**src/rtl/background_index_arbiter_if.sv**
```systemverilog
// rtl/background_index_arbiter_if.sv - requester and s1 memory signal bundle for background_index_arbiter
interface background_index_arbiter_if #(
  parameter int ADDR_W = 6,
  parameter int DATA_W = 32,
  parameter int BE_W   = 4
);
  logic              rnd_req;
  logic [ADDR_W-1:0] rnd_addr;
  logic              rnd_ready;
  logic [DATA_W-1:0] rnd_rdata;
  logic              rnd_rvalid;

  logic              host_req;
  logic              host_write;
  logic [ADDR_W-1:0] host_addr;
  logic [DATA_W-1:0] host_wdata;
  logic [BE_W-1:0]   host_be;
  logic              host_ready;
  logic [DATA_W-1:0] host_rdata;
  logic              host_rvalid;

  logic [ADDR_W-1:0] mem_address;
  logic              mem_chipselect;
  logic              mem_write;
  logic [DATA_W-1:0] mem_writedata;
  logic [BE_W-1:0]   mem_byteenable;
  logic              mem_clken;
  logic              mem_debugaccess;
  logic              mem_reset_req;
  logic [DATA_W-1:0] mem_readdata;

  modport slave (
    input  rnd_req, rnd_addr,
    input  host_req, host_write, host_addr, host_wdata, host_be,
    input  mem_readdata,
    output rnd_ready, rnd_rdata, rnd_rvalid,
    output host_ready, host_rdata, host_rvalid,
    output mem_address, mem_chipselect, mem_write, mem_writedata, mem_byteenable,
    output mem_clken, mem_debugaccess, mem_reset_req
  );

  modport master (
    output rnd_req, rnd_addr,
    output host_req, host_write, host_addr, host_wdata, host_be,
    output mem_readdata,
    input  rnd_ready, rnd_rdata, rnd_rvalid,
    input  host_ready, host_rdata, host_rvalid,
    input  mem_address, mem_chipselect, mem_write, mem_writedata, mem_byteenable,
    input  mem_clken, mem_debugaccess, mem_reset_req
  );
endinterface

```
**src/rtl/background_index_arbiter.sv**
```systemverilog
// rtl/background_index_arbiter.sv - render/host arbiter for the background_index s1 memory port
module background_index_arbiter #(
  parameter int ADDR_W       = 6,
  parameter int DATA_W       = 32,
  parameter int BE_W         = 4,
  parameter int READ_LATENCY = 1,
  parameter int MAX_STREAK   = 4
) (
  input  logic                 clk_clk,
  input  logic                 reset_reset_n,
  background_index_arbiter_if.slave bus
);
  localparam int STREAK_W  = $clog2(MAX_STREAK + 1);
  localparam int TAG_DEPTH = 1 + READ_LATENCY;

  logic                 host_win;
  logic                 rnd_acc;
  logic                 push_valid;
  logic [STREAK_W-1:0]  streak;
  logic [TAG_DEPTH-1:0] tag_valid;
  logic [TAG_DEPTH-1:0] tag_host;
  logic                 rnd_rvalid_w;
  logic                 host_rvalid_w;
  logic [DATA_W-1:0]    rnd_rdata_q;
  logic [DATA_W-1:0]    host_rdata_q;
  logic [ADDR_W-1:0]    cmd_address;
  logic                 cmd_cs;
  logic                 cmd_write;
  logic [DATA_W-1:0]    cmd_wdata;
  logic [BE_W-1:0]      cmd_be;
  logic                 clken_q;

  // Gating with reset keeps requests from being accepted while in reset.
  always_comb begin
    host_win   = reset_reset_n & bus.host_req &
                 (~bus.rnd_req | (streak == STREAK_W'(MAX_STREAK)));
    rnd_acc    = reset_reset_n & bus.rnd_req & ~host_win;
    push_valid = rnd_acc | (host_win & ~bus.host_write);
  end

  always_ff @(posedge clk_clk) begin
    if (!reset_reset_n) begin
      streak <= '0;
    end else if (!bus.host_req || host_win) begin
      streak <= '0;
    end else if (rnd_acc && streak != STREAK_W'(MAX_STREAK)) begin
      streak <= streak + 1'b1;
    end
  end

  always_ff @(posedge clk_clk) begin
    if (!reset_reset_n) begin
      cmd_address <= '0;
      cmd_cs      <= 1'b0;
      cmd_write   <= 1'b0;
      cmd_wdata   <= '0;
      cmd_be      <= '0;
      clken_q     <= 1'b0;
    end else begin
      clken_q <= 1'b1;
      if (host_win) begin
        cmd_address <= bus.host_addr;
        cmd_cs      <= 1'b1;
        cmd_write   <= bus.host_write;
        cmd_wdata   <= bus.host_wdata;
        cmd_be      <= bus.host_be;
      end else if (rnd_acc) begin
        cmd_address <= bus.rnd_addr;
        cmd_cs      <= 1'b1;
        cmd_write   <= 1'b0;
        cmd_be      <= '1;
      end else begin
        cmd_cs    <= 1'b0;
        cmd_write <= 1'b0;
      end
    end
  end

  // Tag pipe: oldest entry lines up with mem_readdata for the matching read.
  always_ff @(posedge clk_clk) begin
    if (!reset_reset_n) begin
      tag_valid <= '0;
      tag_host  <= '0;
    end else begin
      tag_valid <= {tag_valid[TAG_DEPTH-2:0], push_valid};
      tag_host  <= {tag_host[TAG_DEPTH-2:0], host_win};
    end
  end

  always_comb begin
    rnd_rvalid_w  = tag_valid[READ_LATENCY] & ~tag_host[READ_LATENCY];
    host_rvalid_w = tag_valid[READ_LATENCY] &  tag_host[READ_LATENCY];
  end

  always_ff @(posedge clk_clk) begin
    if (!reset_reset_n) begin
      rnd_rdata_q  <= '0;
      host_rdata_q <= '0;
    end else begin
      if (rnd_rvalid_w)  rnd_rdata_q  <= bus.mem_readdata;
      if (host_rvalid_w) host_rdata_q <= bus.mem_readdata;
    end
  end

  // Read data passes straight through on the pulse so it lands 1+READ_LATENCY after accept.
  assign bus.rnd_ready       = rnd_acc;
  assign bus.host_ready      = host_win;
  assign bus.rnd_rvalid      = rnd_rvalid_w;
  assign bus.host_rvalid     = host_rvalid_w;
  assign bus.rnd_rdata       = rnd_rvalid_w  ? bus.mem_readdata : rnd_rdata_q;
  assign bus.host_rdata      = host_rvalid_w ? bus.mem_readdata : host_rdata_q;
  assign bus.mem_address     = cmd_address;
  assign bus.mem_chipselect  = cmd_cs;
  assign bus.mem_write       = cmd_write;
  assign bus.mem_writedata   = cmd_wdata;
  assign bus.mem_byteenable  = cmd_be;
  assign bus.mem_clken       = clken_q;
  assign bus.mem_debugaccess = 1'b0;
  assign bus.mem_reset_req   = 1'b0;
endmodule

```
**src/flat_wrapper.sv**
```systemverilog
// flat-port wrapper written by rule: the top's interface ports become plain ports
module background_index_arbiter_flat 
#(
  parameter int ADDR_W       = 6,
  parameter int DATA_W       = 32,
  parameter int BE_W         = 4,
  parameter int READ_LATENCY = 1,
  parameter int MAX_STREAK   = 4
)
  (clk_clk, reset_reset_n, bus_rnd_req, bus_rnd_addr, bus_host_req, bus_host_write, bus_host_addr, bus_host_wdata, bus_host_be, bus_mem_readdata, bus_rnd_ready, bus_rnd_rdata, bus_rnd_rvalid, bus_host_ready, bus_host_rdata, bus_host_rvalid, bus_mem_address, bus_mem_chipselect, bus_mem_write, bus_mem_writedata, bus_mem_byteenable, bus_mem_clken, bus_mem_debugaccess, bus_mem_reset_req);
  background_index_arbiter_if #(.ADDR_W(ADDR_W), .DATA_W(DATA_W), .BE_W(BE_W)) bus_i ();
  input  logic clk_clk;
  input  logic reset_reset_n;
  input wire logic [$bits(bus_i.rnd_req)-1:0] bus_rnd_req;
  input wire logic [$bits(bus_i.rnd_addr)-1:0] bus_rnd_addr;
  input wire logic [$bits(bus_i.host_req)-1:0] bus_host_req;
  input wire logic [$bits(bus_i.host_write)-1:0] bus_host_write;
  input wire logic [$bits(bus_i.host_addr)-1:0] bus_host_addr;
  input wire logic [$bits(bus_i.host_wdata)-1:0] bus_host_wdata;
  input wire logic [$bits(bus_i.host_be)-1:0] bus_host_be;
  input wire logic [$bits(bus_i.mem_readdata)-1:0] bus_mem_readdata;
  output wire logic [$bits(bus_i.rnd_ready)-1:0] bus_rnd_ready;
  output wire logic [$bits(bus_i.rnd_rdata)-1:0] bus_rnd_rdata;
  output wire logic [$bits(bus_i.rnd_rvalid)-1:0] bus_rnd_rvalid;
  output wire logic [$bits(bus_i.host_ready)-1:0] bus_host_ready;
  output wire logic [$bits(bus_i.host_rdata)-1:0] bus_host_rdata;
  output wire logic [$bits(bus_i.host_rvalid)-1:0] bus_host_rvalid;
  output wire logic [$bits(bus_i.mem_address)-1:0] bus_mem_address;
  output wire logic [$bits(bus_i.mem_chipselect)-1:0] bus_mem_chipselect;
  output wire logic [$bits(bus_i.mem_write)-1:0] bus_mem_write;
  output wire logic [$bits(bus_i.mem_writedata)-1:0] bus_mem_writedata;
  output wire logic [$bits(bus_i.mem_byteenable)-1:0] bus_mem_byteenable;
  output wire logic [$bits(bus_i.mem_clken)-1:0] bus_mem_clken;
  output wire logic [$bits(bus_i.mem_debugaccess)-1:0] bus_mem_debugaccess;
  output wire logic [$bits(bus_i.mem_reset_req)-1:0] bus_mem_reset_req;
  assign bus_i.rnd_req = bus_rnd_req;
  assign bus_i.rnd_addr = bus_rnd_addr;
  assign bus_i.host_req = bus_host_req;
  assign bus_i.host_write = bus_host_write;
  assign bus_i.host_addr = bus_host_addr;
  assign bus_i.host_wdata = bus_host_wdata;
  assign bus_i.host_be = bus_host_be;
  assign bus_i.mem_readdata = bus_mem_readdata;
  assign bus_rnd_ready = bus_i.rnd_ready;
  assign bus_rnd_rdata = bus_i.rnd_rdata;
  assign bus_rnd_rvalid = bus_i.rnd_rvalid;
  assign bus_host_ready = bus_i.host_ready;
  assign bus_host_rdata = bus_i.host_rdata;
  assign bus_host_rvalid = bus_i.host_rvalid;
  assign bus_mem_address = bus_i.mem_address;
  assign bus_mem_chipselect = bus_i.mem_chipselect;
  assign bus_mem_write = bus_i.mem_write;
  assign bus_mem_writedata = bus_i.mem_writedata;
  assign bus_mem_byteenable = bus_i.mem_byteenable;
  assign bus_mem_clken = bus_i.mem_clken;
  assign bus_mem_debugaccess = bus_i.mem_debugaccess;
  assign bus_mem_reset_req = bus_i.mem_reset_req;
  background_index_arbiter #(.ADDR_W(ADDR_W), .DATA_W(DATA_W), .BE_W(BE_W), .READ_LATENCY(READ_LATENCY), .MAX_STREAK(MAX_STREAK)) u_core (.clk_clk(clk_clk), .reset_reset_n(reset_reset_n), .bus(bus_i));
endmodule
```
**config.mk**
```make
export PLATFORM = sky130hd
export DESIGN_NAME = background_index_arbiter_flat
export DESIGN_NICKNAME = d
export VERILOG_FILES = /design/src/rtl/background_index_arbiter_if.sv /design/src/rtl/background_index_arbiter.sv /design/src/flat_wrapper.sv
export SDC_FILE = /design/constraint.sdc
export NUM_CORES = 1
export LEC_CHECK = 0
export BUFFER_PORTS_ARGS = -buffer_cell sky130_fd_sc_hd__buf_2
export CORE_ASPECT_RATIO = 1.4
export CORE_UTILIZATION = 40
export CTS_CLUSTER_SIZE = 14
export DETAILED_ROUTE_END_ITERATION = 10
export MAX_ROUTING_LAYER = met4
export PLACE_DENSITY = 0.69
export SYNTH_ARGS = -nofsm -noshare
export SYNTH_HDL_FRONTEND = slang
export SYNTH_SLANG_ARGS = --single-unit
```
**constraint.sdc**
```tcl
create_clock -name clk_clk -period 2.25 [get_ports clk_clk]
set_input_delay 0.5625 -clock clk_clk [delete_from_list [all_inputs] [get_ports clk_clk]]
set_output_delay 0.5625 -clock clk_clk [all_outputs]
set_load 0.01 [all_outputs]
```
Word-level counts from Yosys, hierarchy flattened

Index checks and enable logic that the tools add are counted.

Input bits: 85
Output and inout bits: 115
Bits in registers: 116

Add/sub/neg operators: 1
Reduce and logical (&&, ||, !) cells: 6
Bitwise logic cells: 14
Eq/ne operators: 2
Multiplexer cells: 9

Operator list:

| operator            | count |
|---|---|
| $mux 32             | 2 |
| $mux 6              | 2 |
| $mux 4              | 2 |
| $and 1x1->1         | 7 |
| $not 1->1           | 5 |
| $add 3x1->3 const B | 1 |
| $eq 3x3->1 const B  | 1 |
| $mux 1              | 3 |
| $ne 3x3->1 const B  | 1 |
| $or 1x1->1          | 2 |
| $reduce_and 2->1    | 1 |
| $reduce_bool 2->1   | 1 |
| $reduce_or 2->1     | 1 |
| $logic_and 1x1->1   | 1 |
| $logic_not 1->1     | 1 |
| $logic_or 1x1->1    | 1 |

Logic depth before layout (Yosys ltp)

Word-level depth: 7
Depth in mapped cells: 7
Depth with buffers taken out: 6

Worst setup path before layout

Ideal clock, no wire load.

Path type: reg2out
From: register u_core.streak[0]
To: output bus_rnd_ready
Setup slack: 428 ps
Cell stages (with the launch flop): 7
Data arrival time: 1260 ps
Cell sequence: dfxtp_1 -> inv_1 -> ha_1 -> a21bo_2 -> nand3_2 -> buf_4 -> and3_1

Longest elaborated chain between the ends: 5

RTL lines:

| what                     | RTL line                       | source |
|---|---|---|
| start: declaration       | background_index_arbiter.sv:19 | `logic [STREAK_W-1:0] streak;` |
| start signal: assignment | background_index_arbiter.sv:47 | `streak <= streak + 1'b1;` |
| $eq 3x3->1               | background_index_arbiter.sv:36 | `(~bus.rnd_req \| (streak == STREAK_W'(MAX_STREAK)));` |
| $or 1x1->1               | background_index_arbiter.sv:36 |  |
| $and 1x1->1              | background_index_arbiter.sv:35 | `host_win = reset_reset_n & bus.host_req &` |
| $not 1->1                | background_index_arbiter.sv:37 | `rnd_acc = reset_reset_n & bus.rnd_req & ~host_win;` |
| $and 1x1->1              | background_index_arbiter.sv:37 |  |
| end: declaration         | flat_wrapper.sv:22             | `output wire logic [$bits(bus_i.rnd_ready)-1:0] bus_rnd_ready;` |

Every way passes these cells.

Final worst setup path

From: register u_core.tag_valid[1]
To: output bus_rnd_rdata[29]

Longest elaborated chain between the ends: 2

RTL lines:

| what                     | RTL line                        | source |
|---|---|---|
| start: declaration       | background_index_arbiter.sv:20  | `logic [TAG_DEPTH-1:0] tag_valid;` |
| start signal: assignment | background_index_arbiter.sv:85  | `tag_valid <= {tag_valid[TAG_DEPTH-2:0], push_valid};` |
| $and 1x1->1              | background_index_arbiter.sv:91  | `rnd_rvalid_w = tag_valid[READ_LATENCY] & ~tag_host[READ_LATENCY];` |
| $mux 32                  | background_index_arbiter.sv:110 | `assign bus.rnd_rdata = rnd_rvalid_w ? bus.mem_readdata : rnd_rdata_q;` |
| end: declaration         | flat_wrapper.sv:23              | `output wire logic [$bits(bus_i.rnd_rdata)-1:0] bus_rnd_rdata;` |

Every way passes these cells.

==> qor.csv <==
metric,value,unit
Post-CTS Hold Buffers,0,
critical path endpoint category,output pin,
slew at the pin closest to its max-slew limit,0.585,ns
"slowest stage delay, CP",0.35,ns
Initial Util,41.0,%
number of violations reported at the end of detailed-routing iteration 0,104,
count of TritonRoute iterations in the first routing pass,4,
cell count after synthesis,432,
power density relative to cell area,866,nW/um2
number of CTS-inserted buffers,17,
wire length of the first global-routing pass,17500,um
Mean Syn Cell Area,10.7,um2
CP max stage cell,mux2_2,
overall routing resource usage,19.0,%
required time of the worst setup path,1.69,ns
Post-Route Skew,0.00765,ns
time the worst path needs with I/O delays and setup,2.17,ns
sum of overflow across all layers after global routing,0,
area inside the core boundary,11300,um2
Die Footprint,12000,um2
library cell with the largest summed area after synthesis,dfxtp_1,
post-synthesis cell area,4620,um2
via density per instance,4.85,
static leakage,0.00328,uW
post-route clock period utilization,96.6,%
number of placed I/O pins,200,
biggest area contributors in the synthesized netlist,"dfxtp_1, mux2_4, and2_1, mux2_1, o211ai_1",
clock root buffer master,clkbuf_16,
TritonCTS clock tree,built,
number of design rule violations left after detail routing,0,
standard-cell row count,46,
final net count,713,
setup violation total in the final timing report,0,
pin count of the biggest net entering global routing,96,
number of routed nets with antenna violations,0,
count of input and output buffers,197,
total of max-cap violations,0,
ordered list of cells on the worst path,nor2b_4 > buf_12 > buf_6 > mux2_2 > buf_2,
"Power, Total",5590,uW
number of global-route vias before repair,3663,
count of warnings emitted by yosys,0,
Slew HR,61.0,%
fraction of final layout cells sized beyond drive strength 1,45.7,%
gp weighted congestion,0.773,
setup repair after global routing missed its margin,yes,
Die Ht,129,um
Clock Pin Slew Worst Setup and Hold Paths,0.05,ns
register bit count reported by yosys,116,
Worst Hold Margin,0.398,ns
number of antenna violations at the first check in global routing,0,
wire length after detailed routing,11100,um
result of the run,finished clean,
buffer levels on the longest clock path,2,
Clock H-tree levels,4,
minimum setup slack among reg-to-reg paths,0.73,ns
final hold vios,0,
highest net fanout along the worst path,5,
Worst Hold Class,in -> reg,
highest clock frequency the design can meet,460,MHz
worst supply voltage drop on vdd,0.618,mV
post-synthesis sequential area ratio,50.2,%
type of origin of the critical path,flip-flop,
Critical Setup Path Class,reg -> out,
overall via count from detail_route,3799,
average routed wire per standard cell,14.2,um
Max Transition Viols Final,0,
area share of the largest cell type after synthesis,50.2,%
distinct cell type count of the synthesized netlist,30,
area added between synthesis and finish,39.5,%
clock insertion delay at the later pin of the skew report,0.40,ns
total negative setup slack,0,ns
number of antenna repair diodes,0,
die width,92.9,um
Clock Sinks,116,
Arrival @ worst endpoint,1.61,ns
sum of net half-perimeters after detailed placement,7850,um
## cell usage in the layout (no fill, tap or decap), drive strengths merged
cell      Yosys  routed
conb          1       2
ha            2       2
and2         69      69
nor2b         1       1
clkinvlp      0       3
nand4         6       6
nand2         2       2
clkinv        0       6
mux2         64      64
clkbuf       12      19
inv          37      37
bufinv        0       5
dfxtp       116     116
a21bo         1       1
and3          1       1
buf          25     210
o221a         4       4
a21oi         1       1
o21a          1       1
nor2          2       2
nand3         2       2
a31oi         6       6
o211ai       32      32
mux2i         1       1
o21ai        44      44
a21boi        2       2
## repair_timing
| action | in CTS | in global routing |
|---|---|---|
| gates cloned | 0 | 1 |
| endpoints found under the setup margin | 28 | 30 |
| resized for setup | 2 | 7 |
| setup buffers | 1 | 1 |
| pin swaps | 1 | 0 |
## synthesized netlist by cell type
library cell / number
buf_6: 3
dfxtp_1: 116
nand2_1: 2
nand3_1: 1
mux2_4: 29
inv_1: 37
nand4_1: 6
ha_1: 2
a21boi_1: 1
o21ai_0: 31
buf_4: 5
nor2b_1: 1
mux2_2: 9
and3_1: 1
o21ai_1: 13
and2_1: 69
mux2i_1: 1
conb_1: 1
a31oi_1: 6
o21a_1: 1
mux2_1: 26
buf_2: 17
nor2_1: 2
nand3_2: 1
a21boi_0: 1
clkbuf_1: 12
o221a_2: 4
o211ai_1: 32
a21bo_2: 1
a21oi_1: 1
## cell type report
type | count | area (um2)
Multi-Input combinational cell | 243 | 1990
Inverter | 37 | 139
Tap cell | 144 | 180
Clock inverter | 14 | 210
Fill cell | 1015 | 4830
Timing Repair Buffer | 211 | 1170
Clock buffer | 18 | 429
Sequential cell | 116 | 2330
## state kept, by name (all words and copies together) (netlist names), 2 cells and up
register                   cells
u_core.bus.mem_address         6
u_core.bus.mem_byteenable      4
u_core.tag_valid               2
u_core.host_rdata_q           32
u_core.streak                  3
u_core.tag_host                2
u_core.rnd_rdata_q            32
u_core.bus.mem_writedata      32
## critical path, delay by kind of cell, from the launching register on
family                 cells  cell delay [ns]
multiplexers               1             0.35
AND/OR/NAND/NOR            1             0.15
buffers and inverters      3             0.39
flip-flops                 1             0.32
## logic make-up after synthesis
family	count (synthesis)	synth area share, %
adder cells (fa/ha/maj)	2	0.541
buffers and inverters	74	7.36
AO/OA/AOI/OAI	91	12.6
other	1	0.0811
multiplexers	65	18.2
AND/OR/NAND/NOR	83	11.1
flip-flops	116	50.2
## metrics by stage
stage / cells / area [um2] / worst slack (ns) / util, %
after global routing: 783 / 6450 / 0.00185 / 57.2
after detailed placement: 748 / 5720 / 0.295 / 50.7
after CTS: 781 / 6380 / 0.0168 / 56.5
final: 783 / 6450 / 0.0772 / 57.2
after global placement: 748 / 5720 / 0.310 / 50.7
after floorplan: 433 / 4630 / 0.428 / -
## routing by layer
metal | wire (um) | GRT usage, % | vias up
met1 | 4720 | 21.3 | 1762
met4 | 157 | 7.96 | 0
met2 | 5400 | 30.9 | 167
li1 | - | - | 1854
met5 | 0 | - | -
met3 | 849 | 6.46 | 16
## power by group
group / switching (uW) / leakage, uW / internal [uW] / total (uW)
Clock: 932 / 0.000306 / 1960 / 2890
Combinational: 264 / 0.00203 / 261 / 525
Sequential: 32.8 / 0.000947 / 2140 / 2170
## worst paths after layout
| check | start | depth (start not counted) | end |
|---|---|---|---|
| setup / recovery | u_core.tag_valid[1]$_SDFF_PN0_ | 5 | bus_rnd_rdata[29] |
| hold / removal | bus_host_wdata[18] | 3 | u_core.bus.mem_writedata[18]$_SDFFE_PN0P_ |
| setup reg to reg | u_core.streak[0]$_SDFFE_PP0P_ | 6 | u_core.bus.mem_address[3]$_SDFFE_PN0P_ |
| hold reg to reg | u_core.tag_host[0]$_SDFF_PN0_ | 1 | u_core.tag_host[1]$_SDFF_PN0_ |
Power figures use the tool's default switching activity.
